<file path="config.mk">
export PLATFORM = sky130hd
export DESIGN_NAME = aes_key_expansion_writer
export DESIGN_NICKNAME = d
export VERILOG_FILES = /design/src/rtl/aes_key_expansion_writer.sv
export SDC_FILE = /design/constraint.sdc
export NUM_CORES = 1
export LEC_CHECK = 0
export ABC_AREA = 1
export BUFFER_PORTS_ARGS = -buffer_cell sky130_fd_sc_hd__buf_4
export CORE_ASPECT_RATIO = 0.5
export CORE_UTILIZATION = 50
export CTS_CLUSTER_SIZE = 20
export DETAILED_ROUTE_END_ITERATION = 12
export GPL_TIMING_DRIVEN = 1
export PLACE_DENSITY = 0.72
export SYNTH_ARGS = -nofsm -noshare
export SYNTH_HDL_FRONTEND = slang
export SYNTH_SLANG_ARGS = --single-unit
</file>
<file path="constraint.sdc">
create_clock -name clk -period 6.1 [get_ports clk]
set_input_delay 0.915 -clock clk [delete_from_list [all_inputs] [get_ports clk]]
set_output_delay 0.915 -clock clk [all_outputs]
set_load 0.02 [all_outputs]
</file>
<file path="src/rtl/aes_key_expansion_writer.sv">
// aes_key_expansion_writer: streams the 176-byte AES-128 key schedule, one byte per cycle, into a byte-wide memory.
// Revision: 1.0
`default_nettype none

module aes_key_expansion_writer (
  input  logic         clk,
  input  logic         rst_n,
  input  logic         start,
  input  logic [127:0] key_in,
  output logic [7:0]   wr_key,
  output logic [7:0]   wr_addr,
  output logic         wr_en,
  output logic         busy,
  output logic         done
);

  localparam logic [7:0] LAST_ADDR = 8'd175;

  localparam logic [2047:0] SBOX = {
    128'h637c777bf26b6fc53001672bfed7ab76, 128'hca82c97dfa5947f0add4a2af9ca472c0,
    128'hb7fd9326363ff7cc34a5e5f171d83115, 128'h04c723c31896059a071280e2eb27b275,
    128'h09832c1a1b6e5aa0523bd6b329e32f84, 128'h53d100ed20fcb15b6acbbe394a4c58cf,
    128'hd0efaafb434d338545f9027f503c9fa8, 128'h51a3408f929d38f5bcb6da2110fff3d2,
    128'hcd0c13ec5f974417c4a77e3d645d1973, 128'h60814fdc222a908846eeb814de5e0bdb,
    128'he0323a0a4906245cc2d3ac629195e479, 128'he7c8376d8dd54ea96c56f4ea657aae08,
    128'hba78252e1ca6b4c6e8dd741f4bbd8b8a, 128'h703eb5664803f60e613557b986c11d9e,
    128'he1f8981169d98e949b1e87e9ce5528df, 128'h8ca1890dbfe6426841992d0fb054bb16
  };

  typedef enum logic [0:0] {IDLE = 1'b0, RUN = 1'b1} state_t;

  state_t      state;
  logic [7:0]  hist [16];
  logic [7:0]  next_addr;
  logic [7:0]  rot_byte;
  logic [10:0] sbox_msb;
  logic [7:0]  sub_byte;
  logic [7:0]  rcon;
  logic [7:0]  next_byte;

  function automatic logic [7:0] rcon_of(input logic [3:0] round);
    case (round)
      4'd1:    rcon_of = 8'h01;
      4'd2:    rcon_of = 8'h02;
      4'd3:    rcon_of = 8'h04;
      4'd4:    rcon_of = 8'h08;
      4'd5:    rcon_of = 8'h10;
      4'd6:    rcon_of = 8'h20;
      4'd7:    rcon_of = 8'h40;
      4'd8:    rcon_of = 8'h80;
      4'd9:    rcon_of = 8'h1b;
      4'd10:   rcon_of = 8'h36;
      default: rcon_of = 8'h00;
    endcase
  endfunction

  // hist[15] is the byte just written, hist[0] the one 16 back; the key itself
  // sits in hist untouched until address 16 is produced.
  always_comb begin
    next_addr = wr_addr + 8'd1;
    rot_byte  = (next_addr[1:0] == 2'd3) ? hist[9] : hist[13];
    sbox_msb  = 11'd2047 - {rot_byte, 3'b000};
    sub_byte  = SBOX[sbox_msb -: 8];
    rcon      = (next_addr[1:0] == 2'd0) ? rcon_of(next_addr[7:4]) : 8'h00;
    if (next_addr < 8'd16)
      next_byte = hist[next_addr[3:0]];
    else if (next_addr[3:2] == 2'd0)
      next_byte = hist[0] ^ sub_byte ^ rcon;
    else
      next_byte = hist[0] ^ hist[12];
  end

  always_ff @(posedge clk or negedge rst_n) begin
    if (!rst_n) begin
      state   <= IDLE;
      wr_key  <= 8'h00;
      wr_addr <= 8'h00;
      wr_en   <= 1'b0;
      busy    <= 1'b0;
      done    <= 1'b0;
      for (int k = 0; k < 16; k++) hist[k] <= 8'h00;
    end else begin
      case (state)
        IDLE: begin
          done    <= 1'b0;
          wr_addr <= 8'h00;
          if (start) begin
            state  <= RUN;
            wr_en  <= 1'b1;
            busy   <= 1'b1;
            wr_key <= key_in[127:120];
            for (int k = 0; k < 16; k++) hist[k] <= key_in[127 - 8*k -: 8];
          end else begin
            wr_en  <= 1'b0;
            busy   <= 1'b0;
            wr_key <= 8'h00;
          end
        end
        RUN: begin
          if (wr_addr == LAST_ADDR) begin
            state   <= IDLE;
            wr_en   <= 1'b0;
            busy    <= 1'b0;
            done    <= 1'b1;
            wr_addr <= 8'h00;
            wr_key  <= 8'h00;
          end else begin
            done    <= 1'b0;
            wr_addr <= next_addr;
            wr_key  <= next_byte;
            if (next_addr >= 8'd16) begin
              for (int k = 0; k < 15; k++) hist[k] <= hist[k+1];
              hist[15] <= next_byte;
            end
          end
        end
        default: state <= IDLE;
      endcase
    end
  end

endmodule

`default_nettype wire

</file>
==> impl_metrics.ini <==
[run_status]
status = completed

[sta]
period_share = 0.735
setup_ws_ps = 1610
finalHoldViolations = 0
worst_slew_pin_slew_ps = 1230
setup_tns_ps = 0
hold-worst-slack_ps = 520
min_period_ps = 4490
finalMaxSlewViolations = 0
fin_skew_ps = 7.69
grt_setup_unrepaired = false
finalSetupViolations = 0
slew_headroom = 0.183
max_freq_ghz = 0.223

[power_and_ir_drop]
p_sw_frac = 0.217
seqPwrFrac = 0.465
power_frac_clock = 0.490
power_uw = 2100
power-per-cell-area_nw_per_um2 = 160
p_int_uw = 1640
peakVddDrop_mv = 0.220
comb_power_share = 0.045
switching_power_uw = 455
p_leak_uw = 0.00672

[cts]
path_clk_slew_ps = 60
cts_setup_buffers = 0
cts_resized = 0
tritoncts = done
clk_latency_ps = 430
cts_made_buffers = 17
clock_path_buffers = 2
clock-sinks = 147
cts_root_buffer = clkbuf_16
holdBufCountCts = 0
cts_max_level = 4

[run]
maxCapViolations = 0

[cells_and_area]
nFillCells = 2119
utilization = 0.593
antenna_cells = 0
syn_to_final_growth_pct = 13.7
layout-drive-gt1-share = 0.129
final_nets = 1975

[logic_synthesis]
syn_nets = 1928
synth-simple-area-share = 0.352
synth_xor_xnor_area_share = 0.00836
synthAdderAreaFrac = 0.0109
yosysSeqAreaShare = 0.319
synth_warnings = 0
mappedNetlistArea_um2 = 11500
synthMuxAreaShare = 0
synth-compound-area-share = 0.200
ys_ff_latch = 147
synth_cell_types = 34
syn-instance-count = 1787
synth_top_family_by_area = simple AND/OR/NAND/NOR gates
avgSynthCellArea_um2 = 6.45

[critical_path]
crit_end = hist[6]
worst_r2r_path_depth = 19
worstPathMaxFanout = 23
required_ps = 6430
timing.rr.end = hist[6]
arrival_ps = 4810
worstSetupStartpoint = wr_addr[0]
crit_type = reg2reg
crit_path_end_kind = register
r2r_start = wr_addr[0]
r2r_setup_slack_ps = 1610
cp-start-kind = register

[placement]
port_buffers = 149
pre_cts_ws_ps = 1750
place.gp.congestion = 1.02
dpl.hpwl_um = 31900

[global_route]
gr-total-overflow = 0
grt_usage = 0.389
grt_pass1_vias = 12400
grt_max_degree = 144
grt_pass1_wl_um = 70700
antenna_found_initial = 1

[floorplanning]
dieHeight_um = 109
core_area_um2 = 22100
start_util = 0.521
die_w_um = 217
die_area_um2 = 23700
fp-row-count = 38
ios = 150

[worst_hold_path]
min_path_cells = 2
worstHoldPathType = reg2reg

[detailed_routing]
wirelength_um = 45900
viasPerCell = 6.28
firstDrtPassIters = 6
drt_iter0_markers = 2247
vias = 13500
post_drt_wl_per_cell_um = 21.4
route.detailed.drc = 0
antenna_left = 0
[logic make-up (layout without fill, tap and decap cells)]
kind of cell | Yosys count | count (layout)
xor+xnor | 11 | 11
flops | 147 | 147
compound gates | 401 | 401
simple gates | 921 | 921
buf+inv | 297 | 357
fa+ha+maj | 10 | 10
[routing by layer]
layer  vias to the layer above  share of wire  GRT usage
met1                      6347           0.40      0.512
li1                       6154              -          -
met2                       835           0.46      0.627
met4                         0          0.040      0.180
met5                         -              0          0
met3                       148           0.10     0.0763
[how the worst min path moves through the flow]
| stage | slack, ps | start | to |
|---|---|---|---|
| 6_report | 520 | hist[5] | hist[5] |
| 5_1_grt | 540 | hist[116] | hist[116] |
| 4_1_cts | 520 | hist[5] | hist[5] |
| 3_5_place_dp | 500 | hist[7] | hist[7] |
| 3_3_place_gp | 490 | hist[5] | hist[5] |
| 2_1_floorplan | 470 | hist[6] | hist[6] |
[metrics by stage]
| step | instance area (um2) | std cells |
|---|---|---|
| after floorplan | 11500 | 1787 |
| after global placement | 12500 | 2115 |
| after detailed placement | 12500 | 2115 |
| after CTS | 13100 | 2147 |
| after global routing | 13100 | 2147 |
| final | 13100 | 2147 |
[critical path: stages (launching register included)]
cell and delay [ps]:
dfrtp_2 390, inv_1 80, ha_1 750, nand2_1 560, nand2_2 600, nand2_1 520, nand3_1 260, nand2_1 80
nand2_1 90, nand2_1 80, nand2_1 60, nand3_1 90, nand3_1 170, nand2_1 70, nand2_1 50, nand3_1 160
nand2_1 140, nand3_1 70, nand2_1 100, nand2_1 50
[cells in the final DEF (no fill, tap or decap), drive strengths merged]
cell type  count
nand2        468
nand3        382
o21ai        192
buf          163
inv          161
dfrtp        147
o211ai       104
a21oi         86
nor2          62
clkbuf        24
a31oi         13
ha            10
xor2           7
clkinv         6
nand4          5
xnor2          4
o22ai          4
clkinvlp       2
nor3           2
o21a           1
o21bai         1
or2            1
nor4           1
bufinv         1
[power groups by stage]
stage / Combinational [uW] / Clock, uW / Sequential, uW
2_1_floorplan: 0.633 / 0 / 993
3_5_place_dp: 93.5 / 0 / 993
4_1_cts: 94.0 / 1020 / 975
3_3_place_gp: 92.7 / 0 / 993
6_report: 93.5 / 1030 / 975
5_1_grt: 99.0 / 1060 / 975
[registers in the layout, indices dropped and copies added (netlist names)]
register and cells:
busy 1, done 1, hist 128, state 1, wr_addr 8, wr_key 8
[cells in the mapped netlist]
cell / instances / area share
o211ai_1: 104 / 0.068
o21ai_1: 113 / 0.049
buf_6: 4 / 0.0039
nand3_2: 4 / 0.0035
o21ai_0: 75 / 0.033
nor2_2: 2 / 0.0011
nand2_4: 1 / 0.00098
o21ai_2: 4 / 0.0030
o21a_1: 1 / 0.00065
o22ai_1: 4 / 0.0022
buf_4: 15 / 0.0098
buf_2: 47 / 0.020
clkbuf_1: 56 / 0.018
dfrtp_1: 147 / 0.32
nand3_1: 378 / 0.16
nor3_4: 1 / 0.0014
a31oi_1: 13 / 0.0071
inv_2: 7 / 0.0023
o21bai_1: 1 / 0.00065
xnor2_1: 4 / 0.0030
nor4_1: 1 / 0.00054
inv_1: 152 / 0.050
ha_1: 10 / 0.011
nor2_1: 60 / 0.020
or2_2: 1 / 0.00054
buf_1: 13 / 0.0042
a21oi_1: 86 / 0.037
clkinv_1: 2 / 0.00065
nand2_2: 21 / 0.011
xor2_1: 7 / 0.0053
inv_4: 1 / 0.00054
nand2_1: 446 / 0.15
nor3_1: 1 / 0.00043
nand4_1: 5 / 0.0027
[cell type report]
| type | count | area [um2] | area share |
|---|---|---|---|
| Clock buffer | 24 | 502 | 0.0383 |
| Clock inverter | 8 | 73.8 | 0.00563 |
| Inverter | 162 | 611 | 0.0466 |
| Multi-Input combinational cell | 1343 | 6620 | 0.505 |
| Sequential cell | 147 | 3680 | 0.281 |
| Tap cell | 300 | 375 | 0.0286 |
| Timing Repair Buffer | 163 | 1240 | 0.0946 |
Note: power is estimated with default switching activity, not from simulation.
